[src/rtl/mem_word_bridge_if.sv]
// Signal bundle between the Core word port, the bridge and the DDR3 controller app_* port.
// The bridge uses the slave view; the surrounding Core/controller environment uses master.
interface mem_word_bridge_if #(
  parameter int unsigned ADDR_WIDTH     = 28,
  parameter int unsigned APP_DATA_WIDTH = 128,
  parameter int unsigned APP_MASK_WIDTH = 16
);
  logic [31:0]               memory_addr;
  logic                      memory_rden;
  logic                      memory_wren;
  logic [31:0]               memory_write_val;
  logic [31:0]               memory_read_val;
  logic                      memory_response;
  logic                      busy;
  logic                      init_calib_complete;
  logic [ADDR_WIDTH-1:0]     app_addr;
  logic [2:0]                app_cmd;
  logic                      app_en;
  logic                      app_rdy;
  logic [APP_DATA_WIDTH-1:0] app_wdf_data;
  logic [APP_MASK_WIDTH-1:0] app_wdf_mask;
  logic                      app_wdf_wren;
  logic                      app_wdf_end;
  logic                      app_wdf_rdy;
  logic [APP_DATA_WIDTH-1:0] app_rd_data;
  logic                      app_rd_data_valid;

  modport master (
    output memory_addr, memory_rden, memory_wren, memory_write_val,
    output init_calib_complete, app_rdy, app_wdf_rdy, app_rd_data, app_rd_data_valid,
    input  memory_read_val, memory_response, busy,
    input  app_addr, app_cmd, app_en, app_wdf_data, app_wdf_mask, app_wdf_wren, app_wdf_end
  );

  modport slave (
    input  memory_addr, memory_rden, memory_wren, memory_write_val,
    input  init_calib_complete, app_rdy, app_wdf_rdy, app_rd_data, app_rd_data_valid,
    output memory_read_val, memory_response, busy,
    output app_addr, app_cmd, app_en, app_wdf_data, app_wdf_mask, app_wdf_wren, app_wdf_end
  );
endinterface

[src/rtl/mem_word_bridge.sv]
// Turns each 32-bit Core read/write into a single 128-bit DDR3 app_* line command and returns
// a one-cycle response; one transaction in flight at a time, all in the controller ui_clk.
module mem_word_bridge #(
  parameter int unsigned ADDR_WIDTH     = 28,
  parameter int unsigned APP_DATA_WIDTH = 128,
  parameter int unsigned APP_MASK_WIDTH = 16
) (
  input logic              clk,
  input logic              reset,
  mem_word_bridge_if.slave bus
);

  localparam int unsigned Lanes    = APP_DATA_WIDTH / 32;
  localparam logic [2:0]  CmdWrite = 3'b000;
  localparam logic [2:0]  CmdRead  = 3'b001;

  typedef enum logic [2:0] {
    StInit, StIdle, StRdCmd, StRdWait, StWrCmd, StResp, StDrain
  } state_t;

  state_t                    r_state;
  logic                      r_busy;
  logic [31:0]               r_read_val;
  logic                      r_resp;
  logic [1:0]                r_lane;
  logic [ADDR_WIDTH-1:0]     r_app_addr;
  logic [2:0]                r_app_cmd;
  logic                      r_app_en;
  logic [APP_DATA_WIDTH-1:0] r_wdf_data;
  logic [APP_MASK_WIDTH-1:0] r_wdf_mask;
  logic                      r_wdf_wren;

  logic [1:0]                w_lane;
  logic [ADDR_WIDTH-1:0]     w_line_addr;
  logic [APP_DATA_WIDTH-1:0] w_wr_line;
  logic [APP_MASK_WIDTH-1:0] w_wr_mask;
  logic [31:0]               w_rd_word;
  logic                      w_en_hold;
  logic                      w_wren_hold;
  logic                      w_unused_addr;

  assign w_lane      = bus.memory_addr[3:2];
  // Line address in 16-bit column units: 8 columns per 128-bit line.
  assign w_line_addr = {bus.memory_addr[ADDR_WIDTH:4], 3'b000};
  assign w_wr_line   = {Lanes{bus.memory_write_val}};
  assign w_wr_mask   = ~({{(APP_MASK_WIDTH-4){1'b0}}, 4'hF} << {w_lane, 2'b00});
  assign w_rd_word   = bus.app_rd_data[{r_lane, 5'd0} +: 32];
  assign w_unused_addr = ^{bus.memory_addr[31:ADDR_WIDTH+1], bus.memory_addr[1:0]};

  // Command and write-data channels are accepted independently.
  assign w_en_hold   = r_app_en & ~bus.app_rdy;
  assign w_wren_hold = r_wdf_wren & ~bus.app_wdf_rdy;

  always_ff @(posedge clk) begin
    if (reset) begin
      r_state    <= StInit;
      r_busy     <= 1'b1;
      r_read_val <= '0;
      r_resp     <= 1'b0;
      r_lane     <= '0;
      r_app_addr <= '0;
      r_app_cmd  <= CmdWrite;
      r_app_en   <= 1'b0;
      r_wdf_data <= '0;
      r_wdf_mask <= '1;
      r_wdf_wren <= 1'b0;
    end else begin
      unique case (r_state)
        StInit: begin
          if (bus.init_calib_complete) begin
            r_state <= StIdle;
            r_busy  <= 1'b0;
          end
        end
        StIdle: begin
          if (bus.memory_wren) begin
            r_state    <= StWrCmd;
            r_busy     <= 1'b1;
            r_lane     <= w_lane;
            r_app_addr <= w_line_addr;
            r_app_cmd  <= CmdWrite;
            r_app_en   <= 1'b1;
            r_wdf_wren <= 1'b1;
            r_wdf_data <= w_wr_line;
            r_wdf_mask <= w_wr_mask;
          end else if (bus.memory_rden) begin
            r_state    <= StRdCmd;
            r_busy     <= 1'b1;
            r_lane     <= w_lane;
            r_app_addr <= w_line_addr;
            r_app_cmd  <= CmdRead;
            r_app_en   <= 1'b1;
          end
        end
        StRdCmd: begin
          if (bus.app_rdy) begin
            r_app_en <= 1'b0;
            r_state  <= StRdWait;
          end
        end
        StRdWait: begin
          if (bus.app_rd_data_valid) begin
            r_read_val <= w_rd_word;
            r_resp     <= 1'b1;
            r_state    <= StResp;
          end
        end
        StWrCmd: begin
          r_app_en   <= w_en_hold;
          r_wdf_wren <= w_wren_hold;
          if (!w_en_hold && !w_wren_hold) begin
            r_resp  <= 1'b1;
            r_state <= StResp;
          end
        end
        StResp: begin
          r_resp  <= 1'b0;
          r_state <= StDrain;
        end
        StDrain: begin
          // Wait for the Core to drop its level request so it is not issued twice.
          if (!bus.memory_rden && !bus.memory_wren) begin
            r_state <= StIdle;
            r_busy  <= 1'b0;
          end
        end
        default: begin
          r_state <= StInit;
          r_busy  <= 1'b1;
        end
      endcase
    end
  end

  assign bus.memory_read_val = r_read_val;
  assign bus.memory_response = r_resp;
  assign bus.busy            = r_busy;
  assign bus.app_addr        = r_app_addr;
  assign bus.app_cmd         = r_app_cmd;
  assign bus.app_en          = r_app_en;
  assign bus.app_wdf_data    = r_wdf_data;
  assign bus.app_wdf_mask    = r_wdf_mask;
  assign bus.app_wdf_wren    = r_wdf_wren;
  assign bus.app_wdf_end     = 1'b1;

endmodule

[src/flat_wrapper.sv]
// flat-port wrapper written by rule: the top's interface ports become plain ports
module mem_word_bridge_flat 
#(
  parameter int unsigned ADDR_WIDTH     = 28,
  parameter int unsigned APP_DATA_WIDTH = 128,
  parameter int unsigned APP_MASK_WIDTH = 16
)
  (clk, reset, bus_memory_addr, bus_memory_rden, bus_memory_wren, bus_memory_write_val, bus_init_calib_complete, bus_app_rdy, bus_app_wdf_rdy, bus_app_rd_data, bus_app_rd_data_valid, bus_memory_read_val, bus_memory_response, bus_busy, bus_app_addr, bus_app_cmd, bus_app_en, bus_app_wdf_data, bus_app_wdf_mask, bus_app_wdf_wren, bus_app_wdf_end);
  mem_word_bridge_if #(.ADDR_WIDTH(ADDR_WIDTH), .APP_DATA_WIDTH(APP_DATA_WIDTH), .APP_MASK_WIDTH(APP_MASK_WIDTH)) bus_i ();
  input logic clk;
  input logic reset;
  input wire logic [$bits(bus_i.memory_addr)-1:0] bus_memory_addr;
  input wire logic [$bits(bus_i.memory_rden)-1:0] bus_memory_rden;
  input wire logic [$bits(bus_i.memory_wren)-1:0] bus_memory_wren;
  input wire logic [$bits(bus_i.memory_write_val)-1:0] bus_memory_write_val;
  input wire logic [$bits(bus_i.init_calib_complete)-1:0] bus_init_calib_complete;
  input wire logic [$bits(bus_i.app_rdy)-1:0] bus_app_rdy;
  input wire logic [$bits(bus_i.app_wdf_rdy)-1:0] bus_app_wdf_rdy;
  input wire logic [$bits(bus_i.app_rd_data)-1:0] bus_app_rd_data;
  input wire logic [$bits(bus_i.app_rd_data_valid)-1:0] bus_app_rd_data_valid;
  output wire logic [$bits(bus_i.memory_read_val)-1:0] bus_memory_read_val;
  output wire logic [$bits(bus_i.memory_response)-1:0] bus_memory_response;
  output wire logic [$bits(bus_i.busy)-1:0] bus_busy;
  output wire logic [$bits(bus_i.app_addr)-1:0] bus_app_addr;
  output wire logic [$bits(bus_i.app_cmd)-1:0] bus_app_cmd;
  output wire logic [$bits(bus_i.app_en)-1:0] bus_app_en;
  output wire logic [$bits(bus_i.app_wdf_data)-1:0] bus_app_wdf_data;
  output wire logic [$bits(bus_i.app_wdf_mask)-1:0] bus_app_wdf_mask;
  output wire logic [$bits(bus_i.app_wdf_wren)-1:0] bus_app_wdf_wren;
  output wire logic [$bits(bus_i.app_wdf_end)-1:0] bus_app_wdf_end;
  assign bus_i.memory_addr = bus_memory_addr;
  assign bus_i.memory_rden = bus_memory_rden;
  assign bus_i.memory_wren = bus_memory_wren;
  assign bus_i.memory_write_val = bus_memory_write_val;
  assign bus_i.init_calib_complete = bus_init_calib_complete;
  assign bus_i.app_rdy = bus_app_rdy;
  assign bus_i.app_wdf_rdy = bus_app_wdf_rdy;
  assign bus_i.app_rd_data = bus_app_rd_data;
  assign bus_i.app_rd_data_valid = bus_app_rd_data_valid;
  assign bus_memory_read_val = bus_i.memory_read_val;
  assign bus_memory_response = bus_i.memory_response;
  assign bus_busy = bus_i.busy;
  assign bus_app_addr = bus_i.app_addr;
  assign bus_app_cmd = bus_i.app_cmd;
  assign bus_app_en = bus_i.app_en;
  assign bus_app_wdf_data = bus_i.app_wdf_data;
  assign bus_app_wdf_mask = bus_i.app_wdf_mask;
  assign bus_app_wdf_wren = bus_i.app_wdf_wren;
  assign bus_app_wdf_end = bus_i.app_wdf_end;
  mem_word_bridge #(.ADDR_WIDTH(ADDR_WIDTH), .APP_DATA_WIDTH(APP_DATA_WIDTH), .APP_MASK_WIDTH(APP_MASK_WIDTH)) u_core (.clk(clk), .reset(reset), .bus(bus_i));
endmodule
[config.mk]
export PLATFORM = sky130hd
export DESIGN_NAME = mem_word_bridge_flat
export DESIGN_NICKNAME = d
export VERILOG_FILES = /design/src/rtl/mem_word_bridge_if.sv /design/src/rtl/mem_word_bridge.sv /design/src/flat_wrapper.sv
export SDC_FILE = /design/constraint.sdc
export NUM_CORES = 1
export LEC_CHECK = 0
export ABC_AREA = 0
export CORE_AREA = 2 2 162 164
export DETAILED_ROUTE_END_ITERATION = 7
export DIE_AREA = 0 0 164 166
export PLACE_DENSITY = 0.67
export SETUP_SLACK_MARGIN = 0.02
export SYNTH_ARGS = -nofsm -noshare
export SYNTH_HDL_FRONTEND = slang
export SYNTH_SLANG_ARGS = --single-unit
[constraint.sdc]
create_clock -name clk -period 1.4 [get_ports clk]
set_input_delay 0.14 -clock clk [delete_from_list [all_inputs] [get_ports clk]]
set_output_delay 0.14 -clock clk [all_outputs]
set_load 0.03 [all_outputs]
==> results.ini, run 1 <==
[placement]
portBuffers=400
hpwl_mm=14.8
gp_congestion=0.777
placed_area_um2=9200
dp.cells=1250
dp_slack_ns=-0.565

[outcome]
status=complete, but fails checks
violations=negative setup slack

[yosys]
postSynthAreaPerCell_um2=8.58
synth_top_cell_area_share_pct=37.7
syn_inst=637
seq_area_frac_synth_pct=37.7
syn-cell-area_um2=5460
yosysUniqueCellTypes=38
yosysWarnings=0
ys_top_cells_by_area=dfxtp_1 (38%), buf_4 (16%), mux4_2 (13%), nand2_1 (13%), a21oi_1 (9.1%)
synth.ff_latch_count=103
yosysTopAreaCell=dfxtp_1

[run]
cap_violations=0

[power]
p_sw_mw=4.08
total_power_mw=10.8
p_sw_share_pct=37.9
pwr-share-seq_pct=31.8
max-vdd-ir-drop_uv=505
combPwrFrac_pct=44.6
p_int_mw=6.69
p_leak_nw=4.32
powerDensity_nw_per_um2=1050
clkPwrFrac_pct=23.7

[finish]
fillers=2601
stdcell_area_um2=10200
syn2layout_area_growth_pct=87.3
layout-drive-gt1-share_pct=29.4
mostFrequentLayoutCells=clkdlybuf4s50_1 (193), nand2_1 (129), dlygate4sd2_1 (128), dfxtp_1 (98), a21oi_1 (67)
final_cell_count_no_fill=1304
fin_nets=1163
final_common_cell=clkdlybuf4s50_1

[critical_path]
crit_type=flip-flop to flip-flop
r2r_end=u_core.bus.memory_read_val[23]
setup.worst_path.end_class=flip-flop
crit_fanout=7
arrival_ns=1.70
reg2reg_from=u_core.r_lane[0]
ff2ff_path_depth=5
critPathRequiredTime_ns=1.64
timing.reg2reg.setup_slack_ns=-0.06
critPathLaunchType=flip-flop

[clock_network]
cts_sinks=103
cts_root_buf=clkbuf_16
clock_latency_ns=0.36
cts_tree=built
h-tree-depth=3
ctsHoldBuffers=0
cts_buffer_depth=2
numCtsBuffers=9
cts.clk_slew.worst_paths_ns=0.08

[timing]
setup_ws_ns=-0.0565
clock_skew_ns=0.00774
final_hold_viol_count=0
fmax_mhz=687
rsz0062_at_grt=true
drv_slew=0
period_share_pct=104
hold_ws_ns=0.116
setup_viol=56
min_period_ns=1.46

[route]
vias=5631
vias_per_cell=4.32
drc=0
detail_route.wirelength_mm=22.5
drtIter0Drc=212
dr.pass1.iters=4
ant_nets=0
wl_per_cell_um=17.3

[floorplan]
die-area_um2=27200
die_h_um=166
num_io_pins=412
floorplan.rows=59
core-area_um2=25600
chipWidth_um=164
start_util_pct=21.3

[worst_hold_path]
hp-start=reset
hold_class=input port to flip-flop
min_delay_worst_endpoint=u_core.r_lane[1]
hold_depth=2

[global_route]
grt_pass1_vias=5581
grt_start_max_net_pins=48
top_usage_layer=met2
track_usage_pct=16.0
overflow=0
grt_use_met1_pct=18.0
antenna_found_initial=1
grt_use_met3_pct=3.92
grt_use_met2_pct=29.5
grt_pass1_wl_mm=32.9

==> cell families after synthesis <==
family          synth area share [%]
compound gates                  12.4
buf+inv                         20.1
flops                           37.7
mux                             13.5
other cells                    0.137
simple gates                    16.2
==> synth_stat cells <==
| master | instances |
|---|---|
| nor3b_1 | 4 |
| a221o_1 | 1 |
| nor2b_1 | 1 |
| o21ba_2 | 1 |
| buf_6 | 3 |
| and3_1 | 1 |
| a21oi_1 | 99 |
| o31a_1 | 1 |
| buf_1 | 2 |
| buf_2 | 15 |
| and2_1 | 1 |
| inv_1 | 4 |
| clkbuf_1 | 18 |
| nor3b_4 | 1 |
| nor2_1 | 10 |
| buf_4 | 119 |
| a221oi_1 | 1 |
| nor3_1 | 4 |
| mux4_2 | 32 |
| o21bai_1 | 4 |
| dfxtp_1 | 103 |
| mux2_4 | 1 |
| nand3b_1 | 1 |
| o31ai_1 | 1 |
| nand2b_4 | 1 |
| inv_2 | 1 |
| a31oi_1 | 2 |
| o21ai_0 | 6 |
| a2111oi_4 | 1 |
| nor3_4 | 1 |
| nand3_1 | 2 |
| o32ai_1 | 1 |
| nand2_1 | 187 |
| o221ai_1 | 2 |
| or2_1 | 1 |
| o21ai_2 | 1 |
| conb_1 | 2 |
| nand2b_1 | 1 |
==> worst max-delay path, stage by stage, from the launching register on <==
cell     delay, ns
dfxtp_4       0.41
buf_12        0.13
buf_12        0.13
mux4_2        0.53
nand2_4       0.09
a21oi_2       0.05
==> how the worst max path moves through the flow <==
stage	from	end	slack (ns)	depth (start not counted)
after global routing	u_core.r_state[0]	u_core.bus.memory_read_val[30]	-0.10	9
after CTS	u_core.r_state[1]	u_core.bus.memory_read_val[28]	-0.07	8
final	u_core.r_lane[0]	u_core.bus.memory_read_val[23]	-0.06	5
after floorplan	u_core.r_lane[0]	u_core.bus.memory_read_val[10]	0.03	5
after global placement	bus_memory_wren	u_core.bus.app_addr[20]	-0.54	5
after detailed placement	bus_memory_wren	u_core.bus.app_addr[7]	-0.57	5
==> sequential cells by signal, summed over array words and instances, names as in the netlist <==
name,count
u_core.bus.memory_read_val,32
u_core.bus.app_wdf_wren,1
u_core.bus.app_en,1
u_core.bus.app_wdf_mask,4
u_core.bus.app_cmd,1
u_core.bus.app_addr,25
u_core.r_state,3
u_core.r_lane,2
u_core.bus.memory_response,1
u_core.bus.app_wdf_data,32
u_core.bus.busy,1
==> routing by layer <==
layer | vias to the layer above | part of all wire [%]
li1 | 2669 | -
met1 | 2670 | 37
met2 | 270 | 53
met3 | 22 | 8.1
met4 | 0 | 1.9
met5 | - | 0
==> power by group through the flow <==
stage	clock, mW	combinational [mW]	sequential (mW)
6_report	2.55	4.80	3.42
5_1_grt	2.80	5.09	3.47
4_1_cts	2.67	4.66	3.41
3_5_place_dp	0	4.23	3.49
3_3_place_gp	0	4.20	3.48
2_1_floorplan	0	2.18	3.90
==> timing repair <==
item | CTS | global route
setup endpoints to repair | 295 | 162
resized for setup | 290 | 200
gates cloned | 14 | 2
pin swaps | 40 | 42
buffers inserted | 23 | 6
==> per-stage QoR <==
| stage | utilization, % | TNS [ns] |
|---|---|---|
| global route | 39.9 | -5.39 |
| finish | 39.9 | -1.15 |
| detailed placement | 35.9 | -17.83 |
| CTS | 39.4 | -2.35 |
| global placement | 35.9 | -16.33 |
| floorplan | - | 0 |
==> area by class of cell <==
cell class,instances,area [µm²],area share (%)
clock buffers,9,225,2.20
clock inverters,7,66.3,0.648
well taps,335,419,4.10
flip-flops and latches,103,2070,20.3
repair buffers,467,4650,45.4
diodes,1,2.50,0.0245
multi-input cells,377,2780,27.2
inverters,5,18.8,0.183
(Power assumes the default switching activity.)
==> inputs of run 2 (changes only) <==
--- a/config.mk
+++ b/config.mk
@@ -10,6 +10,7 @@
 export DETAILED_ROUTE_END_ITERATION = 7
 export DIE_AREA = 0 0 164 166
 export PLACE_DENSITY = 0.67
+export RECOVER_POWER = 50
 export SETUP_SLACK_MARGIN = 0.02
 export SYNTH_ARGS = -nofsm -noshare
 export SYNTH_HDL_FRONTEND = slang
==> results.ini, run 2 (same netlist as run 1, synthesis figures left out) <==
[route]
wl_per_cell_um=17.3  ; about the same
vias_per_cell=4.32  ; about the same
ant_nets=0  ; unchanged
detail_route.wirelength_mm=22.6  ; was 22.5 mm
drc=0  ; unchanged
drtIter0Drc=214  ; was 212
dr.pass1.iters=4  ; unchanged
vias=5637  ; was 5631

[global_route]
antenna_found_initial=1  ; unchanged
grt_pass1_vias=5581  ; unchanged
grt_use_met2_pct=29.5  ; unchanged
grt_use_met1_pct=18.0  ; unchanged
grt_start_max_net_pins=48  ; unchanged
overflow=0  ; unchanged
grt_use_met3_pct=3.92  ; unchanged
track_usage_pct=16.0  ; unchanged
grt_pass1_wl_mm=32.9  ; unchanged
top_usage_layer=met2  ; unchanged

[clock_network]
clock_latency_ns=0.36  ; about the same
cts.clk_slew.worst_paths_ns=0.08  ; about the same
h-tree-depth=3  ; unchanged
cts_sinks=103  ; unchanged
ctsHoldBuffers=0  ; unchanged
numCtsBuffers=9  ; unchanged
cts_buffer_depth=2  ; unchanged
cts_tree=built  ; unchanged
cts_root_buf=clkbuf_16  ; unchanged

[finish]
layout-drive-gt1-share_pct=25.6  ; was 29.4%
fillers=2635  ; was 2601
multi_input_comb_area_um2=2780  ; about the same
final_cell_count_no_fill=1304  ; unchanged
final_common_cell=clkdlybuf4s50_1  ; unchanged
fin_nets=1163  ; unchanged
syn2layout_area_growth_pct=85.5  ; was 87.3%
final-seq-area_um2=2070  ; unchanged
mostFrequentLayoutCells=clkdlybuf4s50_1 (193), nand2_1 (129), dlygate4sd2_1 (128), dfxtp_1 (98), a21oi_1 (67)  ; unchanged

[power]
powerDensity_nw_per_um2=1060  ; was 1050 nW/µm²
p_leak_nw=4.19  ; was 4.32 nW
max-vdd-ir-drop_uv=504  ; was 505 µV
total_power_mw=10.7  ; was 10.8 mW

[outcome]
status=complete, but fails checks  ; unchanged
violations=negative setup slack  ; unchanged

[critical_path]
critPathLaunchType=flip-flop  ; unchanged
crit_fanout=7  ; unchanged
critPathRequiredTime_ns=1.64  ; about the same
setup.worst_path.end_class=flip-flop  ; unchanged
crit_type=flip-flop to flip-flop  ; unchanged
arrival_ns=1.70  ; about the same

[timing]
clock_skew_ns=0.00790  ; was 0.00774 ns
fmax_mhz=687  ; about the same
final_hold_viol_count=0  ; unchanged
drv_slew=0  ; unchanged
rsz0062_at_grt=true  ; unchanged
setup_viol=57  ; was 56
period_share_pct=104  ; about the same
setup_ws_ns=-0.0562  ; was -0.0565 ns
min_period_ns=1.46  ; about the same

[run]
cap_violations=0  ; unchanged

[worst_hold_path]
hold_class=input port to flip-flop  ; unchanged

[placement]
portBuffers=400  ; unchanged
dp.cells=1250  ; unchanged
gp_congestion=0.777  ; unchanged
hpwl_mm=14.8  ; unchanged
dp_slack_ns=-0.565  ; unchanged

[floorplan]
start_util_pct=21.3  ; unchanged
num_io_pins=412  ; unchanged
die_h_um=166  ; unchanged
core-area_um2=25600  ; unchanged
floorplan.rows=59  ; unchanged
chipWidth_um=164  ; unchanged
die-area_um2=27200  ; unchanged

## run 2: changes by cell type in the layout (fill, tap and decap cells not counted), moves of 4 or more
cell,change
buf_4,-4
clkbuf_1,+35
clkbuf_2,-27
clkdlybuf4s15_2,-5
## run 2: metal layers
metal,vias to the layer above,wire (µm)
li1,2665,-
met1,2682,8530
met2,268,11800
met3,22,1780
met4,0,434
met5,-,0
## run 2: worst max-delay path: stages, from the launching register on
cell and delay, ns:
dfxtp_4 0.41, buf_12 0.13, buf_12 0.13, mux4_2 0.53, nand2_4 0.09, a21oi_2 0.05
## run 2: what timing repair did
action,4_1_cts,5_1_grt
setup endpoints to repair,295,162
gates resized for setup,290,200
cloned,14,2
buffers inserted,23,6
pin swaps,40,42
## run 2: worst paths after layout
path | start | end | slack, ns | depth (start not counted)
hold / removal | reset | u_core.r_lane[1] | 0.12 | 2
hold reg to reg | u_core.bus.app_addr[10] | u_core.bus.app_addr[10] | 0.45 | 2
setup reg to reg | u_core.r_lane[0] | u_core.bus.memory_read_val[23] | -0.06 | 5
setup / recovery | u_core.r_lane[0] | u_core.bus.memory_read_val[23] | -0.06 | 5
## run 2: cell type report
class	count	area share [%]
Sequential cell	103	20.5
Antenna cell	1	0.0247
Clock buffer	9	2.22
Tap cell	335	4.14
Multi-Input combinational cell	377	27.4
Timing Repair Buffer	467	44.9
Inverter	5	0.185
Clock inverter	7	0.654
## run 2: report_power, final
| group | switching (mW) | total, mW | internal (mW) |
|---|---|---|---|
| registers | 0.224 | 3.42 | 3.19 |
| logic | 2.55 | 4.75 | 2.20 |
| clock network | 1.30 | 2.55 | 1.25 |
| total | 4.07 | 10.7 | 6.64 |
## run 2: stage by stage
| stage | TNS (ns) | instance area, µm² | hold WS, ns | utilization, % |
|---|---|---|---|---|
| after floorplan | 0 | 5500 | 0.276 | - |
| final | -1.10 | 10100 | 0.115 | 39.6 |
| after global routing | -5.45 | 10100 | 0.125 | 39.6 |
| after global placement | -16.33 | 9200 | 0.442 | 35.9 |
| after detailed placement | -17.83 | 9200 | 0.446 | 35.9 |
| after CTS | -2.35 | 10100 | 0.106 | 39.4 |
